`src/rtl/alu_status_pkg.sv`:
```
// Shared types, bit positions and condition evaluation for the ALU status register.
package alu_status_pkg;

   localparam int unsigned FLAG_C = 0;
   localparam int unsigned FLAG_Z = 1;
   localparam int unsigned FLAG_S = 2;
   localparam int unsigned FLAG_O = 3;
   localparam int unsigned FLAG_W = 4;

   // Packed so that bit0=C, bit1=Z, bit2=S, bit3=O.
   typedef struct packed {
      logic o;
      logic s;
      logic z;
      logic c;
   } flags_t;

   typedef enum logic [3:0] {
      CondZ  = 4'd0,
      CondNz = 4'd1,
      CondC  = 4'd2,
      CondNc = 4'd3,
      CondS  = 4'd4,
      CondNs = 4'd5,
      CondO  = 4'd6,
      CondNo = 4'd7,
      CondGe = 4'd8,
      CondLt = 4'd9,
      CondGt = 4'd10,
      CondLe = 4'd11,
      CondAl = 4'd12
   } cond_e;

   typedef enum logic [1:0] {
      StRun     = 2'd0,
      StRestore = 2'd1,
      StError   = 2'd2
   } state_e;

   function automatic logic eval_cond(flags_t f, logic [3:0] sel);
      logic r;
      r = 1'b0;
      case (cond_e'(sel))
         CondZ:   r = f.z;
         CondNz:  r = !f.z;
         CondC:   r = f.c;
         CondNc:  r = !f.c;
         CondS:   r = f.s;
         CondNs:  r = !f.s;
         CondO:   r = f.o;
         CondNo:  r = !f.o;
         CondGe:  r = (f.s == f.o);
         CondLt:  r = (f.s != f.o);
         CondGt:  r = !f.z && (f.s == f.o);
         CondLe:  r = f.z || (f.s != f.o);
         CondAl:  r = 1'b1;
         default: r = 1'b0;
      endcase
      return r;
   endfunction

endpackage

```
`src/rtl/alu_status_stack.sv`:
```
// LIFO of saved status words; the pointer counts occupied entries and rdata shows
// the entry at the pointer, i.e. the one just popped.
module alu_status_stack
   import alu_status_pkg::*;
#(
   parameter int unsigned STACK_DEPTH = 4,
   localparam int unsigned PTR_W = $clog2(STACK_DEPTH + 1)
) (
   input  logic              clk,
   input  logic              rst_n,
   input  logic              push_en,
   input  logic              pop_en,
   input  logic [FLAG_W-1:0] wdata,
   output logic [FLAG_W-1:0] rdata,
   output logic [PTR_W-1:0]  ptr,
   output logic              full,
   output logic              empty
);

   localparam int unsigned IDX_W = $clog2(STACK_DEPTH);
   localparam logic [PTR_W-1:0] DEPTH_P = PTR_W'(STACK_DEPTH);

   logic [FLAG_W-1:0] mem [STACK_DEPTH];
   logic [PTR_W-1:0]  ptr_q;
   logic [IDX_W-1:0]  idx;

   // ptr_q == STACK_DEPTH has no backing entry; park the index on 0 there.
   assign idx   = (ptr_q < DEPTH_P) ? ptr_q[IDX_W-1:0] : '0;
   assign full  = (ptr_q == DEPTH_P);
   assign empty = (ptr_q == '0);
   assign ptr   = ptr_q;
   assign rdata = mem[idx];

   always_ff @(posedge clk or negedge rst_n) begin
      if (!rst_n) begin
         ptr_q <= '0;
      end else if (push_en && !full) begin
         ptr_q <= ptr_q + PTR_W'(1);
      end else if (pop_en && !empty) begin
         ptr_q <= ptr_q - PTR_W'(1);
      end
   end

   always_ff @(posedge clk) begin
      if (push_en && !full) begin
         mem[idx] <= wdata;
      end
   end

endmodule

```
`src/rtl/alu_status_reg.sv`:
```
// ALU status register with masked flag updates, a save/restore LIFO and condition evaluation.
// Optional sticky overflow (so_flag/so_clr) is built when ALU_STATUS_STICKY_OV_EN is defined.
module alu_status_reg
   import alu_status_pkg::*;
#(
   parameter int unsigned STACK_DEPTH = 4
) (
   input  logic       clk,
   input  logic       rst_n,
   input  logic       flag_valid,
   output logic       flag_ready,
   input  logic [2:0] opsel,
   input  logic       mode,
   input  logic       c_flag,
   input  logic       z_flag,
   input  logic       s_flag,
   input  logic       o_flag,
   input  logic       push,
   input  logic       pop,
   input  logic       err_clr,
   input  logic [3:0] cond_sel,
`ifdef ALU_STATUS_STICKY_OV_EN
   input  logic       so_clr,
   output logic       so_flag,
`endif
   output logic [3:0] flags_q,
   output logic       cond_true,
   output logic       stack_full,
   output logic       stack_empty,
   output logic       stack_err
);

   localparam int unsigned PTR_W = $clog2(STACK_DEPTH + 1);

   localparam logic [1:0] ST_RUN     = StRun;
   localparam logic [1:0] ST_RESTORE = StRestore;
   localparam logic [1:0] ST_ERROR   = StError;

   logic [1:0]        state_q, state_d;
   flags_t            status_q, status_d;
   flags_t            new_flags;
   logic              err_q, err_d;
   logic              upd_en;
   logic              stk_push, stk_pop;
   logic              stk_full, stk_empty;
   logic [FLAG_W-1:0] stk_rdata;
   logic [PTR_W-1:0]  stk_ptr;

   alu_status_stack #(
      .STACK_DEPTH (STACK_DEPTH)
   ) u_stack (
      .clk     (clk),
      .rst_n   (rst_n),
      .push_en (stk_push),
      .pop_en  (stk_pop),
      .wdata   (status_q),
      .rdata   (stk_rdata),
      .ptr     (stk_ptr),
      .full    (stk_full),
      .empty   (stk_empty)
   );

   assign flag_ready = (state_q == ST_RUN) && !pop && !push;
   assign upd_en     = flag_valid && flag_ready && (opsel != 3'b111);

   // mode=1 ops only define Z and S; C and O carry over.
   always_comb begin
      new_flags   = status_q;
      new_flags.z = z_flag;
      new_flags.s = s_flag;
      if (!mode) begin
         new_flags.c = c_flag;
         new_flags.o = o_flag;
      end
   end

   always_comb begin
      state_d  = state_q;
      status_d = status_q;
      err_d    = err_q;
      stk_push = 1'b0;
      stk_pop  = 1'b0;
      case (state_q)
         ST_RUN: begin
            if (push && pop) begin
               err_d   = 1'b1;
               state_d = ST_ERROR;
            end else if (push) begin
               if (stk_full) begin
                  err_d   = 1'b1;
                  state_d = ST_ERROR;
               end else begin
                  stk_push = 1'b1;
               end
            end else if (pop) begin
               if (stk_empty) begin
                  err_d   = 1'b1;
                  state_d = ST_ERROR;
               end else begin
                  stk_pop = 1'b1;
                  state_d = ST_RESTORE;
               end
            end else if (upd_en) begin
               status_d = new_flags;
            end
         end
         ST_RESTORE: begin
            status_d = flags_t'(stk_rdata);
            state_d  = ST_RUN;
         end
         ST_ERROR: begin
            if (err_clr) begin
               err_d   = 1'b0;
               state_d = ST_RUN;
            end
         end
         default: begin
            state_d = ST_RUN;
         end
      endcase
   end

   always_ff @(posedge clk or negedge rst_n) begin
      if (!rst_n) begin
         state_q  <= ST_RUN;
         status_q <= '0;
         err_q    <= 1'b0;
      end else begin
         state_q  <= state_d;
         status_q <= status_d;
         err_q    <= err_d;
      end
   end

   assign flags_q     = status_q;
   assign cond_true   = eval_cond(status_q, cond_sel);
   assign stack_full  = stk_full;
   assign stack_empty = stk_empty;
   assign stack_err   = err_q;

   ptr_in_range: assert property (@(posedge clk) disable iff (!rst_n)
      (stk_ptr <= PTR_W'(STACK_DEPTH)) && (stk_full == (stk_ptr == PTR_W'(STACK_DEPTH))));

`ifdef ALU_STATUS_STICKY_OV_EN
   logic so_q;

   // A new overflow wins over a clear arriving in the same cycle.
   always_ff @(posedge clk or negedge rst_n) begin
      if (!rst_n) begin
         so_q <= 1'b0;
      end else if (upd_en && !mode && o_flag) begin
         so_q <= 1'b1;
      end else if (so_clr) begin
         so_q <= 1'b0;
      end
   end

   assign so_flag = so_q;
`endif

endmodule

```
`config.mk`:
```
export PLATFORM = sky130hd
export DESIGN_NAME = alu_status_reg
export DESIGN_NICKNAME = d
export VERILOG_FILES = /design/src/rtl/alu_status_pkg.sv /design/src/rtl/alu_status_stack.sv /design/src/rtl/alu_status_reg.sv
export SDC_FILE = /design/constraint.sdc
export NUM_CORES = 1
export LEC_CHECK = 0
export CAP_MARGIN = 20
export CORE_ASPECT_RATIO = 0.7
export CORE_UTILIZATION = 50
export CTS_BUF_LIST = sky130_fd_sc_hd__clkbuf_2
export CTS_CLUSTER_DIAMETER = 100
export CTS_CLUSTER_SIZE = 30
export DETAILED_ROUTE_END_ITERATION = 10
export PLACE_DENSITY = 0.77
export SLEW_MARGIN = 30
export SYNTH_ARGS = -nofsm -noshare
export SYNTH_HDL_FRONTEND = slang
export SYNTH_SLANG_ARGS = --single-unit
```
`constraint.sdc`:
```
create_clock -name clk -period 2.9 [get_ports clk]
set_clock_uncertainty 0.2 [all_clocks]
set_input_delay 0.58 -clock clk [delete_from_list [all_inputs] [get_ports clk]]
set_output_delay 0.58 -clock clk [all_outputs]
set_load 0.01 [all_outputs]
```
==> impl_summary.txt, run 1 <==
----------------------------------------------------
[Finish]
  Final antenna diode count ... 0
  Final core utilization ... 66.8%
  Net count of the finished layout ... 189
  Fraction of final layout cells sized beyond drive strength 1 ... 18.9%
  Number of inserted filler cells in the final layout ... 227
  Synthesis-to-layout area growth ... 25.8%

[STA]
  Maximum operating frequency ... 0.357 GHz
  Fraction of the cycle the final worst path needs ... 96.6%
  RSZ-0062 raised after global routing ... false
  Count of pins over their slew limit ... 0
  Final critical delay including setup and external delays ... 2.80 ns
  Number of hold violations in the final report ... 0
  Final setup vio count ... 0
  Fin Hold WS ... 0.314 ns
  Tightest Pin Transition ... 0.694 ns
  Relative max-transition margin ... 53.7%

[Yosys]
  Netlist area before placement ... 1490 sq um
  Syn avg cell area ... 11.5 sq um
  Post-synthesis instance total ... 130
  Yosys warning count ... 0
  Count of cell types in the netlist ... 50
  Sequential fraction of the synthesis area ... 49.1%
  Synth Net Count ... 149
  Yosys reg bits ... 26

[Critical path]
  Worst path arrival time ... 2.02 ns
  Crit path capture ... cond_true
  Worst setup EP type ... primary output
  Reg2Reg Setup Slack ... 0.70 ns
  Critical path data required time ... 2.12 ns
  Critical register-to-register path endpoint ... u_stack.ptr[2]$_DFFE_PN0P_
  FF-to-FF Start ... state_q[0]$_DFFE_PN0P_
  R2R depth ... 6
  Worst setup startpoint ... cond_sel[1]
  Critical Setup Path Class ... in -> out
  Worst-path fanout max ... 2
  Kind of start point of the critical path ... input pin

[Die]
  Std-Cell Rows ... 16
  Starting utilization of the core area ... 53.1%
  Full die area ... 3200 sq um
  Area of the core region ... 2800 sq um
  X dimension of the die ... 67.2 um
  Die height ... 47.7 um
  I/O pin count ... 27

[Clock tree]
  H-tree depth reported by CTS ... 1
  Post-CTS Setup Bufs ... 0
  Clock latency at the later pin of the worst-skew pair ... 0.35 ns
  Clock slew seen by the registers of the worst setup and hold paths ... 0.23 ns
  Number of hold buffers added after cts ... 0
  Buffer levels on the longest clock path ... 2
  TritonCTS clock tree ... done
  Number of buffers inserted during clock tree synthesis ... 3
  CTS Sinks ... 26
  Root Buffer Master ... sky130_fd_sc_hd__clkbuf_2

[Power and ir drop]
  Static Leak ... 0.696 nW
  VDD IR-drop max ... 0.482 mV
  Overall Power ... 1.54 mW
  Power density normalized to cell area ... 820 nW/um^2

[Routing]
  Count of vias placed by the detailed router ... 1,175
  Average vias per placed instance ... 5.73
  Routed Wire Length ... 3160 um
  Mean routed wirelength per cell ... 15.4 um
  DRC violations left ... 0
  Residual antenna-violating net count after detailed routing ... 0
  DRT Pass-1 Iters ... 4
  Violation count after the first detailed-route iteration ... 102

[Status]
  Outcome ... finished clean

[Global route]
  Total Routing Usage GR ... 22.2%
  Maximum number of pins on one net before global-route repair ... 17
  Antenna violations before repair ... 0
  Via count of the first global-routing pass ... 1,046
  First-pass GRT wire length ... 4980 um
  Overflow left after global routing ... 0

[Place]
  HPWL after DPL ... 2490 um
  Port Buf Inserts ... 26
  Final GP Congestion ... 0.810

[Run]
  Total of max-cap violations ... 0

[Hold path]
  Path type of the worst min-delay path ... in -> async

----------------------------------------------------
[critical path: stages]
cell                              delay [ns]
sky130_fd_sc_hd__clkdlybuf4s50_1        0.42
sky130_fd_sc_hd__or3_1                  0.37
sky130_fd_sc_hd__o21ai_0                0.08
sky130_fd_sc_hd__a32oi_1                0.07
sky130_fd_sc_hd__o221ai_1               0.20
sky130_fd_sc_hd__dlygate4sd2_1          0.31
[worst min-delay path by stage]
stage / startpoint / end / slack [ns]
final: rst_n / u_stack.ptr[2]$_DFFE_PN0P_ / 0.31
after global routing: rst_n / u_stack.ptr[2]$_DFFE_PN0P_ / 0.32
after CTS: rst_n / u_stack.ptr[2]$_DFFE_PN0P_ / 0.33
after detailed placement: stack_err$_DFFE_PN0P_ / stack_err$_DFFE_PN0P_ / 0.31
after global placement: stack_err$_DFFE_PN0P_ / stack_err$_DFFE_PN0P_ / 0.30
after floorplan: rst_n / flags_q[0]$_DFFE_PN0P_ / 0.08
[stage by stage]
stage	instances	TNS (ns)	setup WS [ns]	area (sq um)
2_1_floorplan	130	0	0.782	1490
3_3_place_gp	201	-0.192	-0.192	1860
3_5_place_dp	201	-0.298	-0.298	1860
4_1_cts	205	0	0.0952	1870
5_1_grt	205	0	0.0435	1870
6_report	205	0	0.0978	1870
[sequential cells by signal, summed over array words and instances, names as in the netlist]
register     cells
stack_err        1
u_stack.mem     16
flags_q          4
u_stack.ptr      3
state_q          2
[final cells by class]
| type | instances | area [sq um] | area share (%) |
|---|---|---|---|
| timing repair buffer | 41 | 370 | 19.8 |
| inverter | 4 | 15.0 | 0.802 |
| tap | 36 | 45.0 | 2.40 |
| sequential | 26 | 731 | 39.0 |
| multi-input combinational | 94 | 693 | 37.0 |
| clock buffer | 3 | 15.0 | 0.802 |
| clock inverter | 1 | 3.75 | 0.200 |
[layout by cell type, fill, tap and decap left out, types with 2 or more instances in the layout]
master,instances
sky130_fd_sc_hd__o22ai_1,3
sky130_fd_sc_hd__a211oi_1,2
sky130_fd_sc_hd__nand2b_1,8
sky130_fd_sc_hd__nor3_1,2
sky130_fd_sc_hd__nor2_2,2
sky130_fd_sc_hd__o31ai_1,3
sky130_fd_sc_hd__dfrtp_1,10
sky130_fd_sc_hd__buf_4,15
sky130_fd_sc_hd__edfxtp_1,16
sky130_fd_sc_hd__nand2_1,9
sky130_fd_sc_hd__inv_1,4
sky130_fd_sc_hd__clkdlybuf4s50_1,24
sky130_fd_sc_hd__a221o_1,2
sky130_fd_sc_hd__nand3b_1,4
sky130_fd_sc_hd__o21ai_1,2
sky130_fd_sc_hd__clkbuf_2,3
sky130_fd_sc_hd__nor2_1,9
sky130_fd_sc_hd__nor2b_1,4
sky130_fd_sc_hd__a21oi_1,6
sky130_fd_sc_hd__mux2i_1,5
sky130_fd_sc_hd__o21ai_0,3
sky130_fd_sc_hd__o211ai_1,3
sky130_fd_sc_hd__dlygate4sd2_1,2
[kinds of logic after synthesis]
group                    after synthesis  synth area share (%)
multiplexers                           7                  5.13
buffers and inverters                 10                  4.37
adder cells (fa/ha/maj)                1                  1.34
AND/OR/NAND/NOR                       49                  20.8
flip-flops                            26                  49.1
AO/OA/AOI/OAI                         35                  18.2
XOR/XNOR                               2                  1.18
[where the power goes]
part | internal, mW | total (mW) | switching (mW)
clock | 0.0300 | 0.130 | 0.0996
combinational | 0.388 | 0.782 | 0.394
sequential | 0.508 | 0.626 | 0.117
[repair_timing]
item	in CTS	in global routing
resized for setup	2	0
endpoints found under the hold margin	0	0
endpoints found under the setup margin	1	0
[routing by layer]
metal / track usage, % / part of all wire, % / vias up / wire length [um]
li1: - / - / 569 / -
met3: 4.29 / 5.2 / 4 / 163
met5: 0 / 0 / - / 0
met4: 3.83 / 0.76 / 0 / 24
met2: 34.8 / 45 / 36 / 1420
met1: 32.7 / 49 / 566 / 1550
[synthesized netlist by cell type, drive strengths merged]
cell	count	share of area [%]
a221o	2	1.3
nor3	3	1.3
nor2	11	3.1
and3	1	0.42
a211oi	3	1.8
a21oi	8	3.7
or3	1	0.42
a32oi	1	0.59
fa	1	1.3
xnor2	1	0.59
nor4	3	2.7
nand3	1	0.34
dfrtp	10	17
a211o	1	0.59
nand2b	8	3.4
clkbuf	1	0.25
nor3b	2	1.8
buf	5	3.1
o21ai	5	1.7
edfxtp	16	32
o211ai	3	1.5
mux2	2	1.8
inv	4	1.0
o31a	1	0.59
o221ai	1	0.59
o21a	2	1.1
nand2	9	2.3
a31oi	2	1.8
mux2i	5	3.4
and3b	1	0.59
xor2	1	0.59
nand3b	5	2.8
nor2b	4	1.7
o31ai	3	1.5
o22ai	3	1.3
Power figures use the tool's default switching activity.
==> run 2: changes to the inputs <==
--- a/config.mk
+++ b/config.mk
@@ -7,6 +7,7 @@
 export LEC_CHECK = 0
 export CAP_MARGIN = 20
 export CORE_ASPECT_RATIO = 0.7
+export CORE_MARGIN = 3
 export CORE_UTILIZATION = 50
 export CTS_BUF_LIST = sky130_fd_sc_hd__clkbuf_2
 export CTS_CLUSTER_DIAMETER = 100
==> constraint.sdc (replaced) <==
create_clock -name clk -period 3.1 [get_ports clk]
set_clock_uncertainty 0.2 [all_clocks]
set_input_delay 0.62 -clock clk [delete_from_list [all_inputs] [get_ports clk]]
set_output_delay 0.62 -clock clk [all_outputs]
set_load 0.01 [all_outputs]
==> run 2 against run 1 <==
Global-route usage is 3.2 points lower; via count is 2.3% lower; die area is 15% higher; design area is 2.3% lower; critical path depth stayed put; critical path type unchanged; largest cell class unchanged; highest routed layer unchanged.
==> impl_summary.txt, run 2 (same netlist as run 1, synthesis figures left out) <==
----------------------------------------------------
[Status]
  Outcome ... finished clean

[Critical path]
  Worst setup EP type ... primary output
  Critical path data required time ... 2.28 ns
  Critical Setup Path Class ... in -> out
  Reg2Reg Setup Slack ... 0.68 ns
  Kind of start point of the critical path ... input pin
  Crit path capture ... cond_true
  R2R depth ... 7
  FF-to-FF Start ... u_stack.ptr[2]$_DFFE_PN0P_
  Worst-path fanout max ... 2
  Critical register-to-register path endpoint ... u_stack.ptr[2]$_DFFE_PN0P_
  Worst path arrival time ... 2.06 ns
  Worst setup startpoint ... cond_sel[1]

[STA]
  Count of pins over their slew limit ... 0
  Fraction of the cycle the final worst path needs ... 93.0%
  Number of hold violations in the final report ... 0
  Relative max-transition margin ... 50.0%
  RSZ-0062 raised after global routing ... false
  Final setup vio count ... 0
  Worst Slack Setup Final ... 0.216 ns
  Tightest Pin Transition ... 0.749 ns
  Final critical delay including setup and external delays ... 2.88 ns
  Maximum operating frequency ... 0.347 GHz

[Clock tree]
  Clock slew seen by the registers of the worst setup and hold paths ... 0.25 ns
  TritonCTS clock tree ... done
  H-tree depth reported by CTS ... 1
  Buffer levels on the longest clock path ... 2
  Root Buffer Master ... sky130_fd_sc_hd__clkbuf_2
  Number of hold buffers added after cts ... 0
  CTS Sinks ... 26
  Clock latency at the later pin of the worst-skew pair ... 0.36 ns
  Post-CTS Setup Bufs ... 0
  Number of buffers inserted during clock tree synthesis ... 3

[Finish]
  Final core utilization ... 69.1%
  Final antenna diode count ... 0
  Total area of multi-input combinational cells ... 693 sq um
  Flip-flop count of the largest register after layout ... 16
  Register with the most flip-flops ... u_stack.mem
  Number of inserted filler cells in the final layout ... 190
  Fraction of final layout cells sized beyond drive strength 1 ... 15.0%
  Synthesis-to-layout area growth ... 22.9%
  Leading cell type in the layout, fill and taps excluded ... sky130_fd_sc_hd__clkdlybuf4s50_1
  Combined flip-flop and latch cell area ... 731 sq um
  Net count of the finished layout ... 180
  Most frequent cells in the layout ... sky130_fd_sc_hd__clkdlybuf4s50_1, sky130_fd_sc_hd__edfxtp_1, sky130_fd_sc_hd__dfrtp_1

[Die]
  I/O pin count ... 27
  Std-Cell Rows ... 15
  Area of the core region ... 2650 sq um
  Full die area ... 3680 sq um
  X dimension of the die ... 71.2 um
  Die height ... 51.7 um
  Starting utilization of the core area ... 56.3%

[Routing]
  DRC violations left ... 0
  Routed Wire Length ... 3260 um
  Residual antenna-violating net count after detailed routing ... 0
  Average vias per placed instance ... 5.92
  Violation count after the first detailed-route iteration ... 125
  Count of vias placed by the detailed router ... 1,148
  DRT Pass-1 Iters ... 4
  Mean routed wirelength per cell ... 16.8 um

[Global route]
  Overflow left after global routing ... 0
  Total Routing Usage GR ... 19.0%
  Via count of the first global-routing pass ... 1,084
  Antenna violations before repair ... 0
  Maximum number of pins on one net before global-route repair ... 18
  First-pass GRT wire length ... 5330 um

[Power and ir drop]
  Static Leak ... 0.664 nW
  Cell Int Power ... 0.916 mW
  Portion of total power attributed to sequential cells ... 41.5%
  Switching share of total power ... 38.4%
  Share of total power in the clock network ... 14.3%
  VDD IR-drop max ... 0.476 mV
  Switching power ... 0.570 mW
  Power density normalized to cell area ... 812 nW/um^2
  Gate power share ... 44.1%

[Place]
  Final GP Congestion ... 0.821
  Port Buf Inserts ... 26
  Setup slack at placement ... -0.162 ns
  HPWL after DPL ... 2520 um

[Run]
  Total of max-cap violations ... 0

[Hold path]
  Path type of the worst min-delay path ... in -> async

----------------------------------------------------
-- run 2: changes by cell type in the layout (fill, tap and decap cells not counted) --
cell	before	now
sky130_fd_sc_hd__buf_4	15	6
sky130_fd_sc_hd__bufinv_16	0	1
sky130_fd_sc_hd__clkinv_1	1	0
-- run 2: worst min path at each step --
stage | start | to | slack, ns | cells after the start
2_1_floorplan | rst_n | flags_q[0]$_DFFE_PN0P_ | 0.12 | 0
3_3_place_gp | stack_err$_DFFE_PN0P_ | stack_err$_DFFE_PN0P_ | 0.30 | 1
3_5_place_dp | stack_err$_DFFE_PN0P_ | stack_err$_DFFE_PN0P_ | 0.30 | 1
4_1_cts | rst_n | state_q[0]$_DFFE_PN0P_ | 0.35 | 1
5_1_grt | rst_n | state_q[0]$_DFFE_PN0P_ | 0.33 | 1
6_report | rst_n | state_q[0]$_DFFE_PN0P_ | 0.34 | 1
-- run 2: layer usage --
metal  wire length [um]  track usage (%)  up-vias
met5                  0                0        -
li1                   -                -      553
met1               1400             27.4      532
met4                 39             3.44        0
met3                341             4.44        6
met2               1480             29.7       57
-- run 2: layout make-up --
class / instances / area share [%]
Clock buffer: 3 / 0.821
Inverter: 4 / 0.821
Multi-Input combinational cell: 94 / 37.9
Tap cell: 34 / 2.33
Clock inverter: 1 / 1.64
Sequential cell: 26 / 39.9
Timing Repair Buffer: 32 / 16.6
-- run 2: power groups by stage --
| stage | combinational, mW | clock, mW | sequential [mW] |
|---|---|---|---|
| floorplan | 0.470 | 0 | 0.590 |
| global placement | 0.635 | 0 | 0.626 |
| detailed placement | 0.661 | 0 | 0.625 |
| CTS | 0.661 | 0.215 | 0.617 |
| global route | 0.712 | 0.233 | 0.634 |
| finish | 0.656 | 0.213 | 0.617 |
-- run 2: metrics by stage --
step | TNS (ns) | power (mW) | instances | hold WS, ns | cell area (sq um)
final | 0 | 1.49 | 194 | 0.340 | 1830
after global routing | 0 | 1.58 | 194 | 0.332 | 1830
after CTS | 0 | 1.49 | 194 | 0.348 | 1830
after detailed placement | -0.162 | 1.29 | 190 | 0.302 | 1790
after global placement | -0.0764 | 1.26 | 190 | 0.297 | 1790
after floorplan | 0 | 1.06 | 130 | 0.124 | 1490
-- run 2: critical path: stages --
cell and delay (ns):
sky130_fd_sc_hd__clkdlybuf4s50_1 0.41, sky130_fd_sc_hd__or3_1 0.37, sky130_fd_sc_hd__o21ai_0 0.09, sky130_fd_sc_hd__a32oi_1 0.07
sky130_fd_sc_hd__o221ai_1 0.20, sky130_fd_sc_hd__dlygate4sd2_1 0.29
-- run 2: repair_timing --
action                                  4_1_cts  5_1_grt
endpoints found under the setup margin        1        0
hold endpoints to repair                      0        0
resized for setup                             2        0
==> run 3: changes to the inputs <==
--- a/config.mk
+++ b/config.mk
@@ -5,6 +5,7 @@
 export SDC_FILE = /design/constraint.sdc
 export NUM_CORES = 1
 export LEC_CHECK = 0
+export ABC_AREA = 1
 export CAP_MARGIN = 20
 export CORE_ASPECT_RATIO = 0.7
 export CORE_MARGIN = 3
==> run 3 against run 2 <==
Synthesized area fell by 1.5%; design area rose by 0.55%; critical path depth fell by 1; critical endpoint is now flag_ready.
==> impl_summary.txt, run 3 <==
----------------------------------------------------
[Finish]
  Final antenna diode count ... 0
  Layout Cell Area excl Fill ... 1840 sq um
  Net count of the finished layout ... 238
  Register with the most flip-flops ... u_stack.mem
  Most frequent cells in the layout ... sky130_fd_sc_hd__nand2_1, sky130_fd_sc_hd__inv_1, sky130_fd_sc_hd__clkdlybuf4s50_1
  Post-route insts no fill ... 252
  Synthesis-to-layout area growth ... 25.4%
  Flip-flop count of the largest register after layout ... 16
  Leading cell type in the layout, fill and taps excluded ... sky130_fd_sc_hd__nand2_1
  Fraction of final layout cells sized beyond drive strength 1 ... 10.1%
  Number of inserted filler cells in the final layout ... 209

[Routing]
  Mean routed wirelength per cell ... 13.1 um
  DRT Pass-1 Iters ... 5
  Violation count after the first detailed-route iteration ... 109
  Count of vias placed by the detailed router ... 1,295
  Routed Wire Length ... 3310 um
  Average vias per placed instance ... 5.14
  Residual antenna-violating net count after detailed routing ... 0
  DRC violations left ... 0

[Power and ir drop]
  Share of total power in the clock network ... 14.5%
  Static Leak ... 0.895 nW
  Power density normalized to cell area ... 816 nW/um^2
  Cell Int Power ... 0.867 mW
  VDD IR-drop max ... 0.472 mV
  Overall Power ... 1.50 mW
  Gate power share ... 47.3%
  Switching power ... 0.633 mW
  Switching share of total power ... 42.2%
  Portion of total power attributed to sequential cells ... 38.2%

[Global route]
  Antenna violations before repair ... 0
  Overflow left after global routing ... 0
  Total Routing Usage GR ... 20.2%
  First-pass GRT wire length ... 5690 um
  Via count of the first global-routing pass ... 1,237
  Maximum number of pins on one net before global-route repair ... 16

[Critical path]
  Worst-path fanout max ... 4
  Critical path data required time ... 2.28 ns
  Largest incremental delay on the critical path ... 0.53 ns
  Kind of start point of the critical path ... input pin
  CP max-delay cell ... sky130_fd_sc_hd__clkdlybuf4s50_1
  Crit path cell chain ... clkdlybuf4s50_1 > inv_1 > nand3_2 > inv_1 > clkdlybuf4s50_1
  Worst path arrival time ... 1.91 ns
  Worst setup EP type ... primary output
  Critical Setup Path Class ... in -> out

[Yosys]
  Cells taking the most area after synthesis ... sky130_fd_sc_hd__edfxtp_1, sky130_fd_sc_hd__nand2_1, sky130_fd_sc_hd__dfrtp_1
  Top cells by instance count after synthesis ... sky130_fd_sc_hd__nand2_1, sky130_fd_sc_hd__inv_1, sky130_fd_sc_hd__nand3_1, sky130_fd_sc_hd__nor2_1, sky130_fd_sc_hd__edfxtp_1
  Yosys reg bits ... 26
  Sequential fraction of the synthesis area ... 49.8%
  Number of synthesized flops with an enable pin ... 16
  Post-synthesis cell type with the largest combined area ... sky130_fd_sc_hd__edfxtp_1
  Most frequent cell after synthesis ... sky130_fd_sc_hd__nand2_1
  Syn avg cell area ... 7.84 sq um
  Netlist area before placement ... 1470 sq um
  Synth Net Count ... 206
  Top flip-flop cell by instance count after synthesis ... sky130_fd_sc_hd__edfxtp_1
  Yosys warning count ... 0
  Async SR Flop Fraction ... 38.5%
  Top cell type's share of synthesized area ... 32.8%
  Post-synthesis instance total ... 187
  Count of cell types in the netlist ... 22

[Clock tree]
  Number of buffers inserted during clock tree synthesis ... 3
  CTS Sinks ... 26
  Clock slew seen by the registers of the worst setup and hold paths ... 0.23 ns
  H-tree depth reported by CTS ... 1
  TritonCTS clock tree ... done
  Root Buffer Master ... sky130_fd_sc_hd__clkbuf_2
  Buffer levels on the longest clock path ... 2
  Clock latency at the later pin of the worst-skew pair ... 0.37 ns

[Place]
  Post-placement cell area ... 1780 sq um
  Setup slack at placement ... -0.0193 ns
  HPWL after DPL ... 2590 um
  Placed instance count ... 248
  Final GP Congestion ... 0.988
  Port Buf Inserts ... 26

[Die]
  I/O pin count ... 27
  Area of the core region ... 2630 sq um
  Std-Cell Rows ... 15
  X dimension of the die ... 70.7 um
  Full die area ... 3630 sq um
  Die height ... 51.3 um
  Starting utilization of the core area ... 55.8%

[STA]
  Fraction of the cycle the final worst path needs ... 88.2%
  Worst Slack Setup Final ... 0.367 ns
  RSZ-0062 raised after global routing ... false
  Count of pins over their slew limit ... 0
  Tightest Pin Transition ... 0.585 ns
  Number of hold violations in the final report ... 0
  Final setup vio count ... 0
  Maximum operating frequency ... 0.366 GHz
  Final critical delay including setup and external delays ... 2.73 ns
  Fin Hold WS ... 0.313 ns
  Relative max-transition margin ... 60.7%

[Run]
  Total of max-cap violations ... 0

[Hold path]
  Path type of the worst min-delay path ... reg -> reg

[Status]
  Outcome ... finished clean

----------------------------------------------------
## run 3: changes by cell type after synthesis, sizes merged, moves of 4 or more
cell	before	now
a21oi	8	1
buf	5	1
inv	4	25
mux2i	5	0
nand2	9	76
nand2b	8	0
nand3	1	21
nand3b	5	0
nor2	11	23
nor2b	4	0
## run 3: timing repair
| item | CTS | global route |
|---|---|---|
| endpoints found under the hold margin | 0 | 0 |
| resized for setup | 1 | 6 |
| hold buffers | 0 | 0 |
| endpoints found under the setup margin | 1 | 1 |
| setup buffers | 0 | 0 |
## run 3: metal layers
layer  track usage [%]  part of all wire (%)
met1              29.6                    46
met2              30.9                    48
met3              4.91                   6.3
met4              3.13                  0.36
met5                 0                     0
## run 3: worst max-delay path: cells and delay by family
| kind | cells | cell delay, ns |
|---|---|---|
| buf+inv | 4 | 1.18 |
| simple gates | 1 | 0.12 |
## run 3: layout make-up
type	instances	area (sq um)	area share, %
Inverter	25	96.3	5.24
Sequential cell	26	731	39.7
Clock inverter	1	30.0	1.63
Clock buffer	3	15.0	0.816
Tap cell	34	42.5	2.31
Timing Repair Buffer	28	283	15.4
Multi-Input combinational cell	135	642	34.9
## run 3: final timing paths
kind | start | end | slack, ns | cells after the start
worst min-delay path | stack_err$_DFFE_PN0P_ | stack_err$_DFFE_PN0P_ | 0.31 | 2
max in group asynchronous | rst_n | state_q[0]$_DFFE_PN0P_ | 2.02 | 1
worst max-delay path | push | flag_ready | 0.37 | 5
worst max register to register | state_q[1]$_DFFE_PN0P_ | u_stack.mem[3][0]$_DFFE_PP_ | 0.99 | 5
worst min register to register | stack_err$_DFFE_PN0P_ | stack_err$_DFFE_PN0P_ | 0.31 | 2
min in group asynchronous | rst_n | u_stack.ptr[2]$_DFFE_PN0P_ | 0.32 | 1
## run 3: power by group through the flow
stage | registers (mW) | clock network (mW) | logic (mW)
CTS | 0.575 | 0.217 | 0.712
global placement | 0.582 | 0 | 0.682
floorplan | 0.583 | 0 | 0.437
global route | 0.588 | 0.233 | 0.803
detailed placement | 0.582 | 0 | 0.707
finish | 0.573 | 0.217 | 0.710
## run 3: through the flow
stage / TNS, ns / util [%]
6_report: 0 / 70.0
5_1_grt: 0 / 70.0
4_1_cts: 0 / 69.5
3_5_place_dp: -0.0193 / 67.7
3_3_place_gp: 0 / 67.7
2_1_floorplan: 0 / -
## run 3: cell families after synthesis
kind of cell / Yosys count / synth area share (%)
simple gates: 126 / 38.0
buf+inv: 26 / 6.91
flops: 26 / 49.8
compound gates: 7 / 2.82
xor+xnor: 1 / 1.11
fa+ha+maj: 1 / 1.37
